[config.mk]
export PLATFORM = sky130hd
export DESIGN_NAME = signmag_convert_pipe
export DESIGN_NICKNAME = d
export VERILOG_FILES = /design/src/rtl/signmag_pkg.sv /design/src/rtl/signmag_convert_core.sv /design/src/rtl/signmag_convert_pipe.sv
export SDC_FILE = /design/constraint.sdc
export NUM_CORES = 1
export LEC_CHECK = 0
export ABC_AREA = 0
export BUFFER_PORTS_ARGS = -buffer_cell sky130_fd_sc_hd__buf_2
export CAP_MARGIN = 30
export CORE_UTILIZATION = 34
export DETAILED_ROUTE_END_ITERATION = 10
export SYNTH_ARGS = -nofsm -noshare
export SYNTH_HDL_FRONTEND = slang
export SYNTH_HIERARCHICAL = 1
export SYNTH_SLANG_ARGS = --single-unit
[constraint.sdc]
create_clock -name CLK -period 2 [get_ports CLK]
set_clock_uncertainty 0.15 [all_clocks]
set_input_delay 0.3 -clock CLK [delete_from_list [all_inputs] [get_ports CLK]]
set_output_delay 0.3 -clock CLK [all_outputs]
set_load 0.01 [all_outputs]
[src/rtl/signmag_pkg.sv]
// Shared encodings for the sign-magnitude / two's-complement converter.
// Mode values, flag bit positions and default geometry.
package signmag_pkg;
  localparam int DEF_WIDTH    = 8;
  localparam int DEF_CHANNELS = 4;

  localparam logic MODE_SM2TC = 1'b0;
  localparam logic MODE_TC2SM = 1'b1;

  localparam int FLAG_NEGZERO = 0;
  localparam int FLAG_SAT     = 1;
  localparam int FLAG_W       = 2;
endpackage

[src/rtl/signmag_convert_core.sv]
// Combinational single-word converter; zero latency, no flow control.
// Selects sign-mag -> two's comp or the reverse and raises the matching flag.
module signmag_convert_core
  import signmag_pkg::*;
#(
  parameter int WIDTH = DEF_WIDTH
) (
  input  logic [WIDTH-1:0] in_data,
  input  logic             mode,
  output logic [WIDTH-1:0] out_data,
  output logic             negzero,
  output logic             sat
);
  logic             sign;
  logic [WIDTH-2:0] low;
  logic             low_zero;
  logic [WIDTH-1:0] neg_mag;
  logic [WIDTH-1:0] neg_in;

  assign sign     = in_data[WIDTH-1];
  assign low      = in_data[WIDTH-2:0];
  assign low_zero = (low == '0);
  assign neg_mag  = ~{1'b0, low} + WIDTH'(1);
  assign neg_in   = ~in_data + WIDTH'(1);

  // The most negative two's-complement value has no magnitude encoding; clamp to {1, all ones}.
  always_comb begin
    out_data = in_data;
    negzero  = 1'b0;
    sat      = 1'b0;
    if (sign) begin
      if (mode == MODE_SM2TC) begin
        if (low_zero) begin
          out_data = '0;
          negzero  = 1'b1;
        end else begin
          out_data = neg_mag;
        end
      end else begin
        if (low_zero) begin
          out_data = '1;
          sat      = 1'b1;
        end else begin
          out_data = {1'b1, neg_in[WIDTH-2:0]};
        end
      end
    end
  end
endmodule

[src/rtl/signmag_convert_pipe.sv]
// Multi-channel two-stage converter pipe: 2-cycle latency, 1 word/cycle.
// Stalls from out_ready ripple back through both stages to in_ready; held outputs stay stable.
module signmag_convert_pipe
  import signmag_pkg::*;
#(
  parameter  int WIDTH    = DEF_WIDTH,
  parameter  int CHANNELS = DEF_CHANNELS,
  parameter  int CNT_W    = 16,
  localparam int CH_W     = $clog2(CHANNELS)
) (
  input  logic             CLK,
  input  logic             RESET,
  input  logic             in_valid,
  output logic             in_ready,
  input  logic [WIDTH-1:0] in_data,
  input  logic [CH_W-1:0]  in_ch,
  output logic             out_valid,
  input  logic             out_ready,
  output logic [WIDTH-1:0] out_data,
  output logic [CH_W-1:0]  out_ch,
  output logic             out_negzero,
  output logic             out_sat,
  input  logic             cfg_we,
  input  logic [CH_W-1:0]  cfg_ch,
  input  logic             cfg_mode,
  input  logic             evt_clear,
  output logic [CNT_W-1:0] evt_count
);
  logic [CHANNELS-1:0] mode_q;
  logic                cur_mode;
  logic                accept;
  logic                adv1;
  logic                adv2;
  logic                evt_inc;

  logic [WIDTH-1:0]    conv_data;
  logic                conv_negzero;
  logic                conv_sat;

  logic                s1_valid;
  logic [WIDTH-1:0]    s1_data;
  logic [CH_W-1:0]     s1_ch;
  logic [FLAG_W-1:0]   s1_flags;

  assign adv2     = !out_valid || out_ready;
  assign adv1     = !s1_valid || adv2;
  assign in_ready = adv1;
  assign accept   = in_valid && in_ready;
  // Read before this cycle's cfg write lands, so a coincident write affects only later words.
  assign cur_mode = mode_q[in_ch];
  assign evt_inc  = out_valid && out_ready && (out_negzero || out_sat);

  signmag_convert_core #(.WIDTH(WIDTH)) u_core (
    .in_data  (in_data),
    .mode     (cur_mode),
    .out_data (conv_data),
    .negzero  (conv_negzero),
    .sat      (conv_sat)
  );

  always_ff @(posedge CLK) begin
    if (RESET) begin
      mode_q      <= '0;
      s1_valid    <= 1'b0;
      s1_data     <= '0;
      s1_ch       <= '0;
      s1_flags    <= '0;
      out_valid   <= 1'b0;
      out_data    <= '0;
      out_ch      <= '0;
      out_negzero <= 1'b0;
      out_sat     <= 1'b0;
      evt_count   <= '0;
    end else begin
      if (cfg_we) begin
        mode_q[cfg_ch] <= cfg_mode;
      end

      if (adv1) begin
        s1_valid <= accept;
        if (accept) begin
          s1_data                <= conv_data;
          s1_ch                  <= in_ch;
          s1_flags[FLAG_NEGZERO] <= conv_negzero;
          s1_flags[FLAG_SAT]     <= conv_sat;
        end
      end

      if (adv2) begin
        out_valid <= s1_valid;
        if (s1_valid) begin
          out_data    <= s1_data;
          out_ch      <= s1_ch;
          out_negzero <= s1_flags[FLAG_NEGZERO];
          out_sat     <= s1_flags[FLAG_SAT];
        end
      end

      if (evt_clear) begin
        evt_count <= '0;
      end else if (evt_inc && (evt_count != '1)) begin
        evt_count <= evt_count + CNT_W'(1);
      end
    end
  end
endmodule

==> reports/qor.yml, run 1 <==
outcome: "completed"
clock_latency_ns: 0.30
cp_num_buf_inv: 0
grt_max_degree: 32
synthArstFlopShare: 0
pre_cts_ws_ns: -0.0632
cts_hold_buf: 0
wl_met3_um: 159
highest_layer: "met4"
path_cells: "mux4_2 -> or4_1 -> a21oi_1 -> a31oi_1 -> nand3_1 -> a21oi_1"
min_from: "evt_clear"
synth_seq_area_share: 0.420
root_buffer: "clkbuf_8"
maxCapViolations: 0
ys_ff_latch: 46
worstMarginPinSlew_ns: 0.422
hold_class: "input pin to flop"
portBuffers: 48
drt_pass1_iterations: 4
drive_gt1_frac: 0.295
numCtsBuffers: 5
fp-row-count: 28
hold_viol: 0
viasPerCell: 5.18
cts.path.max_buffers: 2
startpoint: "mode_q[3]$_SDFFE_PP0P_"
yosysMostFrequentCell: "dfxtp_1"
end_kind: "flop"
drc: 0
r2r-start: "mode_q[3]$_SDFFE_PP0P_"
io_pins: 49
synth_flop_cell: "dfxtp_1"
syn_nets: 278
peakVddDrop_mv: 0.244
p_leak_uw: 0.00121
cts_max_level: 2
relSlewSlack: 0.717
max_freq_mhz: 530
synth_edf_count: 0
netlist_instances: 257
worst-path-max-fanout: 2
wl_met1_um: 2410
die_area_mm2: 0.00677
dpl.hpwl_um: 3740
post-route-period-util: 0.943
totalWireLength_um: 5010
die_y_um: 82.3
clk_pin_slew_ns: 0.09
period_needed_ns: 1.89
report.final.setup_viol: 0
syn_to_final_growth_pct: 26.9
layout_setup_ws_ns: 0.115
avgSynthCellArea_um2: 8.52
cp_slowest_stage_delay_ns: 0.49
grt_usage: 0.164
powerDensity_mw_per_mm2: 646
synth.cell_area_mm2: 0.00219
synth_area_leaders: "dfxtp_1 42%, mux2i_1 8.2%, a21oi_1 6.4%"
drtAntennaViolNets: 0
fin_nets: 345
core_mm2: 0.00606
ys_top_cells_by_count: "46 x dfxtp_1, 28 x a21oi_1, 28 x nor2_1"
final_util: 0.459
crit_family: "simple AND/OR/NAND/NOR gates"
met2WireLength_um: 2350
gr-total-overflow: 0
initial_core_util: 0.361
r2r_slack_ns: 0.11
yosysTopAreaCellShare: 0.420
n_antenna_cell: 0
wire_per_inst_um: 12.5
worstPathRequired_ns: 2.03
worstSetupStartpointType: "flop"
cpMostUsedCell: "a21oi_1"
yosysWarnings: 6
crit_type: "flop to flop"
cts.sinks: 46
synth_top_area_cell: "dfxtp_1"
drv_slew: 0
grt_pass1_wl_um: 8550
place.gp.congestion: 0.842
vias: 2073
cts_tree: "built"
antenna_found_initial: 0
crit_slowest_cell: "or4_1"
rsz0062_at_grt: "no"
grt_pass1_vias: 1878
drt-initial-drc-count: 105
arrival_ns: 1.91
die_x_um: 82.3
synthDistinctLibCells: 46
-- metrics by stage --
stage	hold slack (ns)	area, µm²	TNS [ns]	power, µW	std cells
after global placement	0.295	2640	-0.0441	1140	390
after floorplan	0.286	2190	0	1060	257
after global routing	0.120	2780	0	1870	400
final	0.122	2780	0	1800	400
after detailed placement	0.300	2640	-0.0931	1140	390
after CTS	0.113	2750	0	1820	398
-- metal layers --
layer / track usage / vias up
li1: - / 1071
met5: 0 / -
met2: 0.275 / 31
met1: 0.204 / 966
met3: 0.0341 / 5
met4: 0.0684 / 0
-- repair_timing --
| action | CTS | global route |
|---|---|---|
| resized for setup | 0 | 4 |
| setup endpoints to repair | 0 | 7 |
| setup buffers | 0 | 2 |
-- power breakdown --
| group | switching, µW | total, µW | internal [µW] |
|---|---|---|---|
| Sequential | 11.9 | 950 | 938 |
| Clock | 313 | 681 | 368 |
| Combinational | 93.2 | 164 | 71.3 |
-- cells in the final DEF (no fill, tap or decap), types with 7 or more instances in the layout --
master   Yosys  final
buf_4        0     23
nor2_1      28     28
mux2i_1     18     18
nand2_1     25     25
dfxtp_1     46     45
o21ai_0      7      7
a21oi_1     28     28
inv_1        8      8
buf_2        2     48
nand3_1     20     20
-- logic make-up (layout without fill, tap and decap cells) --
family | count (synthesis) | after routing | share of synthesized area
simple gates | 114 | 114 | 0.277
compound gates | 55 | 55 | 0.157
flops | 46 | 46 | 0.420
mux | 19 | 19 | 0.0925
buf+inv | 19 | 87 | 0.0337
fa+ha+maj | 2 | 2 | 0.0114
xor+xnor | 2 | 2 | 0.00800
-- cell type report --
class,instances,area (µm²)
fill,641,3280
multi-input combinational,192,1210
sequential,46,922
timing repair buffer,71,413
tap,75,93.8
clock buffer,5,68.8
clock inverter,3,40.0
inverter,8,30.0
-- state kept, by name, summed over array words and instances, names as in the netlist --
signal,flops
evt_count,16
out_data,8
s1_data,8
mode_q,4
out_ch,2
s1_ch,2
s1_flags,2
out_negzero,1
out_sat,1
out_valid,1
s1_valid,1
-- tightest hold or removal path, cell delays in order --
cell    delay [ns]
buf_2         0.08
nor2_1        0.06
o21a_1        0.10
-- worst paths after layout --
kind                                     to  depth (start not counted)
hold / removal    evt_count[3]$_SDFFE_PP0P_                          3
hold reg to reg    s1_flags[0]$_SDFFE_PP0P_                          2
setup reg to reg    s1_data[6]$_SDFFE_PP0P_                          6
setup / recovery    s1_data[6]$_SDFFE_PP0P_                          6
No activity file was read; power rests on OpenSTA's default activity.
==> inputs of run 2 (changes only) <==
REMOVE_ABC_BUFFERS = 1   (was default)
==> run 2 against run 1 <==
  * Critical path depth did not move
  * Final cell count decreased by 0.75%
  * Largest power group unchanged
  * Sequential cell count unchanged
  * Clock power rose by 2%
  * Critical endpoint unchanged
  * Critical path type unchanged
  * Via count rose by 0.53%
  * Largest cell class unchanged
  * Cell area fell by 0.72%
  * Core utilization shrank 0.33 points
  * Worst hold slack better by 0.0039 ns
  * Worst setup slack got worse by 0.044 ns
  * Die area unchanged
  * Combinational power up 2%
==> reports/qor.yml, run 2 (synthesis gave the netlist of run 1 again) <==
hold_class: "input pin to flop"  # unchanged
antenna_found_initial: 0  # unchanged
crit_type: "flop to flop"  # unchanged
stdcell_count: 397  # was 400
clock_latency_ns: 0.29  # was 0.30 ns
worstPathRequired_ns: 2.03  # about the same
drtAntennaViolNets: 0  # unchanged
grt_pass1_wl_um: 8320  # was 8550 µm
syn_to_final_growth_pct: 26.0  # was 26.9%
period_needed_ns: 1.93  # was 1.89 ns
rsz0062_at_grt: "no"  # unchanged
n_antenna_cell: 0  # unchanged
drc: 0  # unchanged
drt_pass1_iterations: 4  # unchanged
grt_pass1_vias: 1836  # was 1878
drt-initial-drc-count: 63  # was 105
maxCapViolations: 0  # unchanged
total_power_uw: 1810  # was 1800 µW
numCtsBuffers: 5  # unchanged
layout_setup_ws_ns: 0.0710  # was 0.115 ns
worstSetupStartpointType: "flop"  # unchanged
setup_tns_ns: 0  # unchanged
outcome: "completed"  # unchanged
core_mm2: 0.00606  # unchanged
portBuffers: 48  # unchanged
cts_tree: "built"  # unchanged
initial_core_util: 0.361  # unchanged
cts.path.max_buffers: 2  # unchanged
cts_setup_buffers: 0  # unchanged
worst-path-max-fanout: 2  # unchanged
fp-row-count: 28  # unchanged
peakVddDrop_mv: 0.273  # was 0.244 mV
p_int_uw: 1410  # was 1380 µW
pwr-share-seq: 0.524  # was 0.529
p_leak_uw: 0.00119  # was 0.00121 µW
post-route-period-util: 0.965  # was 0.943
die_x_um: 82.3  # unchanged
cts.sinks: 46  # unchanged
io_pins: 49  # unchanged
dp_cells: 390  # unchanged
grt_usage: 0.161  # was 0.164
layout_commonest_cell: "buf_2"  # unchanged
combinationalPowerShare: 0.093  # was 0.092
grt_max_degree: 24  # was 32
sw_frac_of_total: 0.223  # was 0.233
wire_per_inst_um: 12.7  # was 12.5 µm
top_register: "evt_count"  # unchanged
arrival_ns: 1.96  # was 1.91 ns
vias: 2084  # was 2073
reg_top3: "evt_count x16, out_data x8, s1_data x8"  # unchanged
die_area_mm2: 0.00677  # unchanged
mostFrequentLayoutCells: "48 x buf_2, 46 x dfxtp_1, 28 x nor2_1, 27 x a21oi_1, 25 x nand2_1"  # was 48 x buf_2, 45 x dfxtp_1, 28 x a21oi_1, 28 x nor2_1, 25 x nand2_1
fillers: 607  # was 641
pre_cts_ws_ns: -0.0716  # was -0.0632 ns
gr-total-overflow: 0  # unchanged
place.gp.congestion: 0.904  # was 0.842
report.final.setup_viol: 0  # unchanged
fin_nets: 343  # was 345
relSlewSlack: 0.714  # was 0.717
totalWireLength_um: 5020  # was 5010 µm
clkPwrFrac: 0.383  # was 0.379
worstMarginPinSlew_ns: 0.429  # was 0.422 ns
end_kind: "flop"  # unchanged
powerDensity_mw_per_mm2: 657  # was 646 mW/mm²
max_freq_mhz: 518  # was 530 MHz
die_y_um: 82.3  # unchanged
clk_pin_slew_ns: 0.08  # was 0.09 ns
drive_gt1_frac: 0.283  # was 0.295
cts_max_level: 2  # unchanged
drv_slew: 0  # unchanged
viasPerCell: 5.25  # was 5.18
hold_viol: 0  # unchanged
netSwitchingPower_uw: 404  # was 418 µW
dpl.hpwl_um: 3710  # was 3740 µm
largest_reg_flops: 16  # unchanged
root_buffer: "clkbuf_8"  # unchanged
run 2: cell count changes in the layout (fill, tap and decap cells not counted), sizes merged:
cell,change
clkinv,-2
buf,-2
clkbuf,+1
run 2: path summary, 6_finish.rpt:
kind,start,end,slack (ns),depth (start not counted)
worst min-delay path,in_ch[1],s1_ch[1]$_SDFFE_PP0P_,0.13,3
worst min register to register,s1_data[5]$_SDFFE_PP0P_,s1_data[5]$_SDFFE_PP0P_,0.31,2
worst max-delay path,mode_q[0]$_SDFFE_PP0P_,s1_data[6]$_SDFFE_PP0P_,0.07,6
worst max register to register,mode_q[0]$_SDFFE_PP0P_,s1_data[6]$_SDFFE_PP0P_,0.07,6
run 2: critical path, stage by stage (launching register included):
cell and delay [ns]:
dfxtp_1 0.33, mux4_2 0.49, or4_1 0.51, a21oi_2 0.15, a31oi_1 0.05, nand3_1 0.08
a21oi_1 0.06
run 2: final cells by class:
| cell class | count | area, µm² | share of cell area |
|---|---|---|---|
| multi-input combinational | 192 | 1200 | 0.437 |
| clock buffer | 6 | 82.6 | 0.0299 |
| timing repair buffer | 69 | 398 | 0.144 |
| sequential | 46 | 921 | 0.334 |
| tap | 75 | 93.8 | 0.0340 |
| clock inverter | 1 | 30.0 | 0.0109 |
| inverter | 8 | 30.0 | 0.0109 |
run 2: power groups by stage:
stage | clock network [µW] | registers, µW | logic (µW)
final | 695 | 950 | 168
after global routing | 761 | 953 | 187
after floorplan | 0 | 973 | 78.7
after CTS | 733 | 950 | 169
after detailed placement | 0 | 972 | 168
after global placement | 0 | 971 | 166
run 2: through the flow:
| stage | util | hold slack [ns] | instance area [µm²] |
|---|---|---|---|
| after floorplan | - | 0.219 | 2150 |
| after global placement | 0.435 | 0.296 | 2640 |
| after detailed placement | 0.435 | 0.298 | 2640 |
| after CTS | 0.454 | 0.111 | 2750 |
| after global routing | 0.455 | 0.107 | 2760 |
| final | 0.455 | 0.126 | 2760 |
run 2: timing repair:
item,4_1_cts,5_1_grt
hold buffers,0,0
setup endpoints to repair,0,5
resized for setup,0,2
run 2: per-layer routing:
layer  GRT usage  share of wire
met4      0.0579          0.011
met3      0.0407          0.042
met5           0              0
met2       0.262           0.48
met1       0.205           0.47
==> inputs of run 3 (changes only) <==
clock period = 1.65 ns   (was 2 ns; I/O delays follow)
==> run 3 against run 2 <==
  * The flow now finishes with violations (negative setup slack)
  * Cell area grew 19%
  * Highest routed layer unchanged
  * Combinational power grew 40%
  * Critical endpoint unchanged
  * Die area is the same
==> reports/qor.yml, run 3 (synthesis gave the netlist of run 1 again) <==
worstPathRequired_ns: 1.68  # was 2.03 ns
reg_top3: "evt_count x16, out_data x8, s1_data x8"  # unchanged
hold_viol: 0  # unchanged
place_area_mm2: 0.00283  # was 0.00264 mm²
end_kind: "flop"  # unchanged
grt_use_met3: 0.0264  # was 0.0407
numCtsBuffers: 5  # unchanged
layout_commonest_cell: "buf_4"  # was buf_2
outcome: "finished with violations"  # was completed
drv_slew: 0  # unchanged
viasPerCell: 5.13  # was 5.25
cts.path.max_buffers: 2  # unchanged
gr-total-overflow: 0  # unchanged
crit_type: "flop to flop"  # unchanged
layout_setup_ws_ns: -0.202  # was 0.0710 ns
period_needed_ns: 1.85  # was 1.93 ns
arrival_ns: 1.88  # was 1.96 ns
drt-initial-drc-count: 97  # was 63
maxCapViolations: 0  # unchanged
io_pins: 49  # unchanged
drtAntennaViolNets: 0  # unchanged
wire_per_inst_um: 13.3  # was 12.7 µm
fin_nets: 383  # was 343
netSwitchingPower_uw: 521  # was 404 µW
mostFrequentLayoutCells: "55 x buf_4, 46 x buf_2, 35 x dfxtp_1, 27 x nor2_1, 25 x nand2_1"  # was 48 x buf_2, 46 x dfxtp_1, 28 x nor2_1, 27 x a21oi_1, 25 x nand2_1
violations: "negative setup slack"
worst-path-max-fanout: 2  # unchanged
post-route-period-util: 1.12  # was 0.965
initial_core_util: 0.361  # unchanged
pwr-share-seq: 0.520  # was 0.524
dpl.hpwl_um: 3990  # was 3710 µm
rsz0062_at_grt: "yes"  # was no
relSlewSlack: 0.763  # was 0.714
grt_max_degree: 32  # was 24
die_y_um: 82.3  # unchanged
top_register: "evt_count"  # unchanged
n_antenna_cell: 0  # unchanged
root_buffer: "clkbuf_8"  # unchanged
clkPwrFrac: 0.374  # was 0.383
drt_pass1_iterations: 5  # was 4
sw_frac_of_total: 0.236  # was 0.223
hold_class: "input pin to flop"  # unchanged
drc: 0  # unchanged
finalInstanceArea_mm2: 0.00329  # was 0.00276 mm²
powerDensity_mw_per_mm2: 671  # was 657 mW/mm²
report.final.setup_viol: 12  # was 0
grt_pass1_vias: 2031  # was 1836
fillers: 541  # was 607
fp-row-count: 28  # unchanged
grt_pass1_wl_um: 9110  # was 8320 µm
worstMarginPinSlew_ns: 0.351  # was 0.429 ns
clk_pin_slew_ns: 0.09  # was 0.08 ns
p_int_uw: 1690  # was 1410 µW
cts_tree: "built"  # unchanged
largest_reg_flops: 16  # unchanged
combinationalPowerShare: 0.107  # was 0.093
grt_busiest_layer: "met2"  # unchanged
drive_gt1_frac: 0.452  # was 0.283
worstSetupStartpointType: "flop"  # unchanged
clock_latency_ns: 0.30  # was 0.29 ns
final_util: 0.543  # was 0.455
grt_usage: 0.175  # was 0.161
peakVddDrop_mv: 0.297  # was 0.273 mV
totalWireLength_um: 5810  # was 5020 µm
vias: 2249  # was 2084
core_mm2: 0.00606  # unchanged
syn_to_final_growth_pct: 50.3  # was 26.0%
portBuffers: 48  # unchanged
max_freq_mhz: 540  # was 518 MHz
met2_usage: 0.282  # was 0.262
die_area_mm2: 0.00677  # unchanged
antenna_found_initial: 0  # unchanged
met1_usage: 0.224  # was 0.205
cts.sinks: 46  # unchanged
place.gp.congestion: 0.880  # was 0.904
die_x_um: 82.3  # unchanged
cts_max_level: 2  # unchanged
p_leak_uw: 0.00145  # was 0.00119 µW
[run 3: layout make-up]
class,instances,area [µm²],area share
Inverter,8,32.5,0.00988
Tap cell,75,93.8,0.0285
Clock buffer,5,68.8,0.0209
Clock inverter,3,40.0,0.0122
Multi-Input combinational cell,192,1380,0.418
Sequential cell,46,942,0.286
Timing Repair Buffer,109,737,0.224
[run 3: metrics by stage]
step                hold slack, ns  setup TNS, ns  setup WS [ns]  cells  power [µW]
floorplan                    0.167          -5.62         -0.280    246        1270
global route                0.0899          -1.94         -0.283    438        2310
finish                      0.0767         -0.747         -0.202    438        2210
global placement             0.296          -3.74         -0.339    415        1390
CTS                         0.0811         -0.697         -0.175    430        2220
detailed placement           0.297          -4.47         -0.358    415        1390
[run 3: path summary, 6_finish.rpt]
kind                       startpoint                        end  cells after the start  slack [ns]
max            mode_q[3]$_SDFFE_PP0P_    s1_data[6]$_SDFFE_PP0P_                      6       -0.20
min                         evt_clear  evt_count[3]$_SDFFE_PP0P_                      3        0.08
max reg2reg    mode_q[3]$_SDFFE_PP0P_    s1_data[6]$_SDFFE_PP0P_                      6       -0.20
min reg2reg  s1_flags[1]$_SDFFE_PP0P_   s1_flags[1]$_SDFFE_PP0P_                      2        0.31
[run 3: what timing repair did]
item,in CTS,in global routing
pin swaps,19,13
setup buffers,6,8
cloned,1,0
hold endpoints to repair,0,0
endpoints found under the setup margin,21,23
hold buffers,0,0
resized for setup,32,29
[run 3: power groups by stage]
stage	registers [µW]	clock network, µW	logic [µW]
floorplan	1180	0	95.4
global placement	1180	0	213
detailed placement	1180	0	215
CTS	1150	847	226
global route	1150	894	261
finish	1150	825	236
[run 3: per-layer routing]
metal,part of all wire,wire length [µm]
met5,0,0
met4,0.026,149
met3,0.024,141
met2,0.48,2810
met1,0.47,2710
[run 3: critical path: stages (launching register included)]
cell	delay, ns
dfxtp_1	0.32
mux4_2	0.49
or4_1	0.44
a21oi_2	0.14
a31oi_1	0.05
nand3_1	0.08
a21oi_1	0.06
